File: src/rtl/uart_alu_pkg.sv
// uart_alu_pkg: host FSM state encoding and ALU opcode constants shared with the UART ALU
package uart_alu_pkg;

   typedef enum logic [2:0] {
      IDLE,
      SEND_A,
      SEND_B,
      SEND_OP,
      WAIT_RES,
      DONE
   } state_t;

   localparam logic [5:0] OP_SRL = 6'h02;
   localparam logic [5:0] OP_SRA = 6'h03;
   localparam logic [5:0] OP_ADD = 6'h20;
   localparam logic [5:0] OP_SUB = 6'h22;
   localparam logic [5:0] OP_AND = 6'h24;
   localparam logic [5:0] OP_OR  = 6'h25;
   localparam logic [5:0] OP_XOR = 6'h26;
   localparam logic [5:0] OP_NOR = 6'h27;

endpackage

File: src/rtl/uart_alu_host.sv
// uart_alu_host: sends A, B, opcode over a UART TX FIFO and collects one result byte from the RX FIFO
module uart_alu_host
   import uart_alu_pkg::*;
#(
   parameter int DATA_BITS      = 8,
   parameter int OPCODE_BITS    = 6,
   parameter int TIMEOUT_CYCLES = 2**20
) (
   input  logic                   i_clk,
   input  logic                   i_reset,
   input  logic                   i_start,
   input  logic [DATA_BITS-1:0]   i_op_a,
   input  logic [DATA_BITS-1:0]   i_op_b,
   input  logic [OPCODE_BITS-1:0] i_op_code,
   output logic                   o_busy,
   output logic                   o_done,
   output logic                   o_timeout,
   output logic [DATA_BITS-1:0]   o_result,
   output logic                   o_wr_uart,
   output logic [DATA_BITS-1:0]   o_w_data,
   input  logic                   i_tx_full,
   output logic                   o_rd_uart,
   input  logic [DATA_BITS-1:0]   i_r_data,
   input  logic                   i_rx_empty
);

   localparam int CW = $clog2(TIMEOUT_CYCLES) + 1;

   state_t               state;
   logic [DATA_BITS-1:0] a_q, b_q, op_q;
   logic [CW-1:0]        cnt;
   logic                 sending, tmo_hit;

   // FIFO strobes follow the live full/empty flags so a blocked byte is never lost or repeated
   assign sending   = (state == SEND_A) || (state == SEND_B) || (state == SEND_OP);
   assign tmo_hit   = (state == WAIT_RES) && i_rx_empty && (cnt == CW'(TIMEOUT_CYCLES - 1));
   assign o_wr_uart = !i_reset && sending && !i_tx_full;
   assign o_rd_uart = !i_reset && !i_rx_empty && ((state == WAIT_RES) || ((state == IDLE) && !i_start));
   assign o_w_data  = (state == SEND_A) ? a_q : (state == SEND_B) ? b_q : (state == SEND_OP) ? op_q : '0;
   assign o_busy    = state != IDLE;
   assign o_done    = state == DONE;

   // Transaction sequencer, operand latches, result register and WAIT_RES timeout counter
   always_ff @(posedge i_clk) begin
      if (i_reset) begin
         state     <= IDLE;
         a_q       <= '0;
         b_q       <= '0;
         op_q      <= '0;
         cnt       <= '0;
         o_result  <= '0;
         o_timeout <= 1'b0;
      end else begin
         o_timeout <= tmo_hit;
         case (state)
            IDLE: if (i_start) begin
               a_q   <= i_op_a;
               b_q   <= i_op_b;
               op_q  <= DATA_BITS'(i_op_code);
               state <= SEND_A;
            end
            SEND_A: if (!i_tx_full) state <= SEND_B;
            SEND_B: if (!i_tx_full) state <= SEND_OP;
            SEND_OP: if (!i_tx_full) begin
               cnt   <= '0;
               state <= WAIT_RES;
            end
            WAIT_RES: if (!i_rx_empty) begin
               o_result <= i_r_data;
               state    <= DONE;
            end else if (tmo_hit) begin
               state <= IDLE;
            end else begin
               cnt <= cnt + 1'b1;
            end
            DONE: state <= IDLE;
            default: state <= IDLE;
         endcase
      end
   end

   // The host never pushes and pops in the same cycle
   assert property (@(posedge i_clk) !(o_wr_uart && o_rd_uart));

endmodule

File: config.mk
export PLATFORM = sky130hd
export DESIGN_NAME = uart_alu_host
export DESIGN_NICKNAME = d
export VERILOG_FILES = /design/src/rtl/uart_alu_pkg.sv /design/src/rtl/uart_alu_host.sv
export SDC_FILE = /design/constraint.sdc
export NUM_CORES = 1
export LEC_CHECK = 0
export CAP_MARGIN = 20
export CORE_ASPECT_RATIO = 1.2
export CORE_UTILIZATION = 54
export DETAILED_ROUTE_END_ITERATION = 8
export GPL_ROUTABILITY_DRIVEN = 0
export PLACE_DENSITY = 0.84
export SLEW_MARGIN = 20
export SYNTH_ARGS = -nofsm -noshare
export SYNTH_HDL_FRONTEND = slang
export SYNTH_SLANG_ARGS = --single-unit
File: constraint.sdc
create_clock -name i_clk -period 4.3 [get_ports i_clk]
set_input_delay 0.86 -clock i_clk [delete_from_list [all_inputs] [get_ports i_clk]]
set_output_delay 0.86 -clock i_clk [all_outputs]
set_load 0.02 [all_outputs]
==> out/metrics.yaml, run 1 <==
tritoncts: "done"
combPwrFrac_pct: 13.4
portBuffers: 55
rsz0062_at_grt: "false"
crit_path_cell_trace: "clkdlybuf4s50_1 > nor4_1 > clkdlybuf4s50_1"
r2r_start: "state[1]"
track_usage_pct: 25.9
finalCritPeriodShare_pct: 78.6
yosys_register_bits: 55
crit_slowest_cell: "clkdlybuf4s50_1"
clkTransAtPathRegs_ps: 80
required_ps: 3440
cp_max_fo: 13
maxSlewHeadroom_pct: 47.3
drt_iter0_markers: 149
stdcell_count: 433
p_seq_share_pct: 54.3
drc: 0
critPathMostFrequentCell: "clkdlybuf4s50_1"
place_inst: 426
setup_violations: 0
clkLatencyLatePin_ps: 300
cts_resized: 0
synth_compound_area_share_pct: 17.1
yosys.area_share.adder_pct: 0.481
min_path_type: "reg2reg"
hold_viol_final: 0
ys_seq_area_share_pct: 42.3
path_buf_inv: 2
criticalPathCategory: "in2out"
power_density_nw_per_um2: 306
cts_hold_buf: 0
synthXorXnorAreaFrac_pct: 2.02
hold_path_depth: 2
drtPass1Iterations: 4
max_cap_viol_count: 0
path_delay_family: "buffers and inverters"
grt_pass1_vias: 2285
syn_area_sq_um: 2600
whs_endpoint: "a_q[5]"
hp-start: "a_q[5]"
worst_slew_pin_slew_ps: 788
ff2ff_path_depth: 5
core_area_sq_um: 4590
period_minus_slack_ps: 3380
cp-start-kind: "input port"
drv_slew: 0
arrival_ps: 2520
synth_mux_area_share_pct: 4.14
r2r_slack_ps: 2110
cp_num_cells: 3
timing.rr.end: "cnt[17]"
finalWirelength_um: 6300
ys_types: 49
rows: 27
avgRoutedWirePerCell_um: 14.5
postSynthCellCount: 329
die-area_sq_um: 5100
clock.fmax_ghz: 0.296
num_vias: 2443
worst_clock_skew_ps: 6.38
cts-htree-levels: 2
internal_power_w: 0.000765
clock-sinks: 55
synth_nets: 365
synth_simple_gate_area_share_pct: 30.2
p_leak_nw: 1.19
p_switching_w: 0.000238
start_util_pct: 56.6
max_stage_delay_ps: 670
via_per_inst: 5.64
grt_pass1_wl_um: 10200
grt_antenna_before_repair: 0
clockPowerShare_pct: 32.3
worstSetupEndpointType: "output port"
syn_area_per_cell_sq_um: 7.90
vdd_drop_max_uv: 258
numCtsBuffers: 5
dp_hpwl_um: 4520
postCtsSetupRepairBufs: 0
area_growth_pct: 26.0
die_h_um: 78.0
status: "completed"
fillers: 381
synth_warnings: 0
grt_overflow: 0
layout.nets: 411
grt_max_degree: 23
ant_nets: 0
ios: 56
synth_top_family_by_area: "simple AND/OR/NAND/NOR gates"
cts_max_path_buffers: 2
num_antenna_cells: 0
switching_share_pct: 23.8
fin_setup_tns_ps: 0
fp.dieW_um: 65.3
drive_gt1_share_pct: 7.73
cts-root-buf: "clkbuf_8"
==> through the flow <==
step	total power (W)	worst slack [ps]	utilization, %	hold WS, ps	instance area [sq um]
2_1_floorplan	0.000626	1680	-	408	2600
3_3_place_gp	0.000688	927	69.1	417	3170
3_5_place_dp	0.000690	903	69.1	448	3170
4_1_cts	0.00101	897	71.3	461	3280
5_1_grt	0.00105	740	71.3	470	3280
6_report	0.00100	918	71.3	456	3280
==> per-layer routing <==
metal	vias to the layer above	wire length, um	global-route usage (%)
li1	1242	-	-
met2	66	3310	45.5
met1	1121	2580	29.2
met4	0	115	9.78
met5	-	0	0
met3	14	292	6.98
==> tightest hold or removal path, stage by stage (launching register included) <==
cell	delay, ps
dfxtp_1	310
nand2_1	50
a21oi_1	50
==> synth_stat cells, drive strengths merged <==
master | instances | share of area, %
nand4 | 6 | 1.7
nor2 | 28 | 4.0
o31ai | 2 | 0.58
clkbuf | 17 | 2.5
and2 | 6 | 1.4
and3 | 2 | 0.48
o2111ai | 1 | 0.34
or3 | 4 | 0.96
nand2 | 79 | 11
or3b | 1 | 0.43
nand4b | 1 | 0.34
and4 | 4 | 1.3
and4bb | 2 | 1.1
a211oi | 3 | 0.87
a311o | 1 | 0.39
dfxtp | 55 | 42
a22oi | 8 | 2.3
inv | 5 | 0.72
nor2b | 3 | 0.72
nor3 | 5 | 1.4
ha | 1 | 0.48
mux2i | 4 | 1.5
a32oi | 1 | 0.34
or4 | 3 | 0.87
xor2 | 1 | 0.34
nor3b | 1 | 0.29
buf | 2 | 0.48
xnor2 | 5 | 1.7
a31oi | 1 | 0.24
o21a | 1 | 0.29
a31o | 3 | 1.0
and4b | 1 | 0.39
nand3 | 7 | 1.3
o211ai | 3 | 0.87
nor4 | 2 | 0.72
or2 | 2 | 0.48
nand2b | 2 | 0.48
a21oi | 41 | 8.0
mux2 | 6 | 2.6
o211a | 1 | 0.39
o21ai | 7 | 1.5
nand3b | 1 | 0.29
==> how the worst max path moves through the flow <==
| stage | endpoint | startpoint |
|---|---|---|
| CTS | o_wr_uart | i_reset |
| global route | o_w_data[0] | state[1] |
| global placement | o_wr_uart | i_reset |
| finish | o_wr_uart | i_reset |
| detailed placement | o_wr_uart | i_reset |
| floorplan | o_wr_uart | i_reset |
==> flip-flops by register name, summed over array words and instances, names as in the netlist <==
| name | cells |
|---|---|
| a_q | 8 |
| b_q | 8 |
| cnt | 21 |
| o_result | 8 |
| o_timeout | 1 |
| op_q | 6 |
| state | 3 |
==> logic make-up (layout without fill, tap and decap cells) <==
logic type | count (synthesis) | count (layout)
xor+xnor | 6 | 6
buf+inv | 24 | 70
simple gates | 160 | 160
mux | 10 | 10
flops | 55 | 55
fa+ha+maj | 1 | 1
compound gates | 73 | 73
==> area by class of cell <==
type	count	area, sq um	share of cell area, %
Tap cell	58	72.6	2.21
Inverter	5	18.8	0.573
Multi-Input combinational cell	250	1410	43.0
Clock inverter	1	30.0	0.916
Timing Repair Buffer	58	573	17.5
Sequential cell	55	1100	33.6
Clock buffer	6	72.6	2.21
==> layout by cell type, fill, tap and decap left out, types with 6 or more instances in the layout <==
cell type,synthesis,routed
a22oi_1,8,8
mux2_2,6,6
clkdlybuf4s50_1,0,55
nand3_1,7,7
nand2_1,79,79
nor2_1,28,28
a21oi_1,40,40
o21ai_0,6,6
and2_1,6,6
dfxtp_1,55,55
==> power by group through the flow <==
stage | Sequential, W | Clock, W | Combinational (W)
3_5_place_dp | 0.000557 | 0 | 0.000133
4_1_cts | 0.000545 | 0.000333 | 0.000134
3_3_place_gp | 0.000556 | 0 | 0.000132
2_1_floorplan | 0.000547 | 0 | 0.0000789
5_1_grt | 0.000548 | 0.000357 | 0.000145
6_report | 0.000545 | 0.000325 | 0.000134
Note: power is estimated with default switching activity, not from simulation.
==> run 2: changes to the inputs <==
- CORE_UTILIZATION: 54 -> 50
- PLACE_DENSITY: 0.84 -> 0.79
- clock period: 4.3 -> 3.2 ns (I/O delays scaled with it)
==> run 2 against run 1 <==
  * Critical path depth is 1 higher
  * Largest cell class unchanged
  * Hold slack got worse by 20 ps
  * Register-to-register slack lost 1100 ps
  * Critical endpoint is now o_w_data[5]
  * Final cell count increased by 0.69%
  * Largest power group unchanged
  * Design area rose by 0.53%
  * Via count is 0.78% lower
==> out/metrics.yaml, run 2 (synthesized netlist as in run 1, its figures left out) <==
internal_power_w: 0.00105
start_util_pct: 52.3
dp_hpwl_um: 4360
cp-start-kind: "flop"
tritoncts: "done"
switching_share_pct: 24.0
drt_iter0_markers: 142
rows: 28
finalCritPeriodShare_pct: 93.5
area_growth_pct: 26.7
via_per_inst: 5.56
timing.hold.ws_ps: 436
r2r_start: "state[2]"
cp_max_fo: 11
worst_slack_ps: 208
period_minus_slack_ps: 2990
die-area_sq_um: 5490
cp-startpoint: "state[1]"
numCtsBuffers: 5
worst_slew_pin_slew_ps: 809
timing.rr.end: "cnt[18]"
core_area_sq_um: 4970
finalWirelength_um: 6130
criticalPathCategory: "reg2out"
clock-sinks: 55
p_leak_nw: 1.20
largest_reg_flops: 21
num_antenna_cells: 0
grt_overflow: 0
num_vias: 2424
cts_max_path_buffers: 2
grt_max_degree: 40
clkTransAtPathRegs_ps: 100
drv_slew: 0
postCtsSetupRepairBufs: 0
cp-endpoint: "o_w_data[5]"
layout.nets: 411
min_path_type: "reg2reg"
drtPass1Iterations: 4
drc: 0
clkLatencyLatePin_ps: 310
combPwrFrac_pct: 13.2
place_ws_ps: 515
hold_path_depth: 2
fillers: 435
status: "completed"
fin_setup_tns_ps: 0
mostFrequentLayoutCell: "nand2_1"
grt_antenna_before_repair: 0
ff2ff_path_depth: 5
grt_pass1_vias: 2252
ant_nets: 0
max_cap_viol_count: 0
avgRoutedWirePerCell_um: 14.0
fp.dieW_um: 67.8
setup_violations: 0
cts-htree-levels: 2
worstSetupEndpointType: "output port"
clockPowerShare_pct: 34.1
grt_pass1_wl_um: 9710
cts-root-buf: "clkbuf_8"
cts_resized: 0
p_seq_share_pct: 52.7
arrival_ps: 2350
clock.fmax_ghz: 0.334
cts_hold_buf: 0
die_h_um: 81.0
r2r_slack_ps: 1030
p_switching_w: 0.000332
vdd_drop_max_uv: 308
track_usage_pct: 23.1
maxSlewHeadroom_pct: 45.9
required_ps: 2560
portBuffers: 55
regMostFlops: "cnt"
drive_gt1_share_pct: 8.24
final_cell_mix: "nand2_1, dfxtp_1, clkdlybuf4s50_1"
rsz0062_at_grt: "false"
worst_clock_skew_ps: 6.69
ios: 56
power_density_nw_per_um2: 421
hold_viol_final: 0
-- run 2: cell types whose count changed in the layout (fill, tap and decap cells not counted) --
cell	change
clkbuf_8	+1
clkinv_2	+1
clkbuf_1	-1
-- run 2: how the worst min path moves through the flow --
stage,start,end,slack [ps]
4_1_cts,cnt[20],cnt[20],440
5_1_grt,cnt[20],cnt[20],450
2_1_floorplan,cnt[20],cnt[20],410
6_report,cnt[20],cnt[20],440
3_3_place_gp,cnt[20],cnt[20],420
3_5_place_dp,cnt[20],cnt[20],420
-- run 2: metal layers --
metal	track usage (%)	share of wire, %	up-vias
li1	-	-	1245
met1	27.2	44	1106
met2	39.9	49	63
met3	5.34	5.5	10
met4	8.96	1.2	0
met5	0	0	-
-- run 2: layout make-up --
class	count	area, sq um	share of cell area, %
Inverter	5	18.8	0.570
Clock inverter	2	35.0	1.06
Clock buffer	6	82.6	2.51
Sequential cell	55	1100	33.4
Tap cell	60	75.1	2.28
Timing Repair Buffer	58	573	17.4
Multi-Input combinational cell	250	1410	42.8
-- run 2: power by group through the flow --
stage               combinational, W  clock [W]  sequential [W]
floorplan                   0.000106          0        0.000736
global placement            0.000182          0        0.000745
detailed placement          0.000182          0        0.000746
CTS                         0.000183   0.000484        0.000730
global route                0.000202   0.000514        0.000733
finish                      0.000183   0.000472        0.000730
-- run 2: metrics by stage --
step / area [sq um] / power [W] / util (%) / cells
floorplan: 2600 / 0.000842 / - / 329
global placement: 3180 / 0.000927 / 63.9 / 428
detailed placement: 3180 / 0.000928 / 63.9 / 428
CTS: 3290 / 0.00140 / 66.2 / 436
global route: 3290 / 0.00145 / 66.2 / 436
finish: 3290 / 0.00139 / 66.2 / 436
-- run 2: critical path, cell delays in order (launching register included) --
cell             delay [ps]
dfxtp_1                 560
nor2b_1                 550
a22oi_1                 180
nor2_1                  140
clkdlybuf4s50_1         620
==> run 3: changes to the inputs <==
- CORE_ASPECT_RATIO: 1.2 -> 0.7
- CTS_CLUSTER_DIAMETER: not set -> 120
- SKIP_LAST_GASP: not set -> 1
==> run 3 against run 2 <==
  * Register-to-register slack better by 140 ps
  * Worst setup slack gained 200 ps
  * Critical path depth decreased by 1
  * Non-clock buffer count up 4
  * Flip-flop and latch count unchanged
  * Critical path type is now in2out
  * Highest routed layer unchanged
==> out/metrics.yaml, run 3 (synthesized netlist as in run 1, its figures left out) <==
final_cell_mix: "nand2_1, dfxtp_1, clkdlybuf4s50_1"
hold_viol_final: 0
start_util_pct: 53.2
postLayoutCoreUtil_pct: 67.7
cp_max_fo: 4
grt_antenna_before_repair: 0
mostFrequentLayoutCell: "nand2_1"
place_ws_ps: 435
numCtsBuffers: 5
grt_pass1_vias: 2279
area_growth_pct: 27.2
die_h_um: 62.3
worst_clock_skew_ps: 6.00
cts-htree-levels: 2
regMostFlops: "cnt"
worst_slack_ps: 406
finalCritPeriodShare_pct: 87.3
vdd_drop_max_uv: 213
layout.nets: 415
regArea_sq_um: 1100
drtPass1Iterations: 4
ios: 56
required_ps: 2560
num_vias: 2461
track_usage_pct: 24.3
largest_reg_flops: 21
min_path_type: "reg2reg"
rsz0062_at_grt: "false"
cts_resized: 0
grt_overflow: 0
grt_max_degree: 31
clkLatencyLatePin_ps: 320
cts_hold_buf: 0
criticalPathCategory: "in2out"
power_density_nw_per_um2: 395
fp.dieW_um: 88.2
tritoncts: "done"
drive_gt1_share_pct: 9.21
fillers: 432
drt_iter0_markers: 140
maxSlewHeadroom_pct: 44.5
worstSetupEndpointType: "output port"
r2r_slack_ps: 1170
clock.fmax_ghz: 0.358
worst_slew_pin_slew_ps: 831
setup_violations: 0
die-area_sq_um: 5500
status: "completed"
grt_pass1_wl_um: 10400
drv_slew: 0
cts-root-buf: "clkbuf_8"
postCtsSetupRepairBufs: 0
finalWirelength_um: 6180
period_minus_slack_ps: 2790
via_per_inst: 5.48
multiInputGateArea_sq_um: 1410
cts_max_path_buffers: 2
cp-start-kind: "input port"
arrival_ps: 2150
clkTransAtPathRegs_ps: 90
p_leak_nw: 1.20
avgRoutedWirePerCell_um: 13.8
num_antenna_cells: 0
clock-sinks: 55
fin_setup_tns_ps: 0
max_cap_viol_count: 0
timing.hold.ws_ps: 446
rows: 21
portBuffers: 55
drc: 0
ant_nets: 0
dp_hpwl_um: 4460
core_area_sq_um: 4890
[run 3: final timing paths]
check / from / endpoint / cells past startpoint
max: i_reset / o_wr_uart / 3
min: cnt[20] / cnt[20] / 2
max reg2reg: state[2] / cnt[18] / 6
min reg2reg: cnt[20] / cnt[20] / 2
[run 3: worst max-delay path, stage by stage]
cell and delay [ps]:
clkdlybuf4s50_1 490, nor4_1 350, clkdlybuf4s50_1 680
[run 3: power breakdown]
| part | switching [W] | internal, W |
|---|---|---|
| Combinational | 0.000103 | 0.0000950 |
| Clock | 0.000236 | 0.000153 |
| Sequential | 0.0000118 | 0.000708 |
| Total | 0.000351 | 0.000956 |
[run 3: routing by layer]
metal	track usage, %	wire [um]	vias to the layer above
met4	7.86	79	0
met1	34.5	2940	1127
met5	0	0	-
li1	-	-	1247
met2	35.2	2620	81
met3	6.91	536	6
[run 3: cell type report]
cell class                      count  share of cell area (%)
Multi-Input combinational cell    250                    42.6
Timing Repair Buffer               62                    18.2
Clock buffer                        5                    2.08
Clock inverter                      3                   0.605
Sequential cell                    55                    33.3
Inverter                            5                   0.568
Tap cell                           69                    2.61
[run 3: stage by stage]
stage,total power (W),instances,area [sq um]
final,0.00131,449,3310
after global routing,0.00137,449,3310
after CTS,0.00132,449,3310
after detailed placement,0.000933,441,3220
after global placement,0.000930,441,3220
after floorplan,0.000842,329,2600
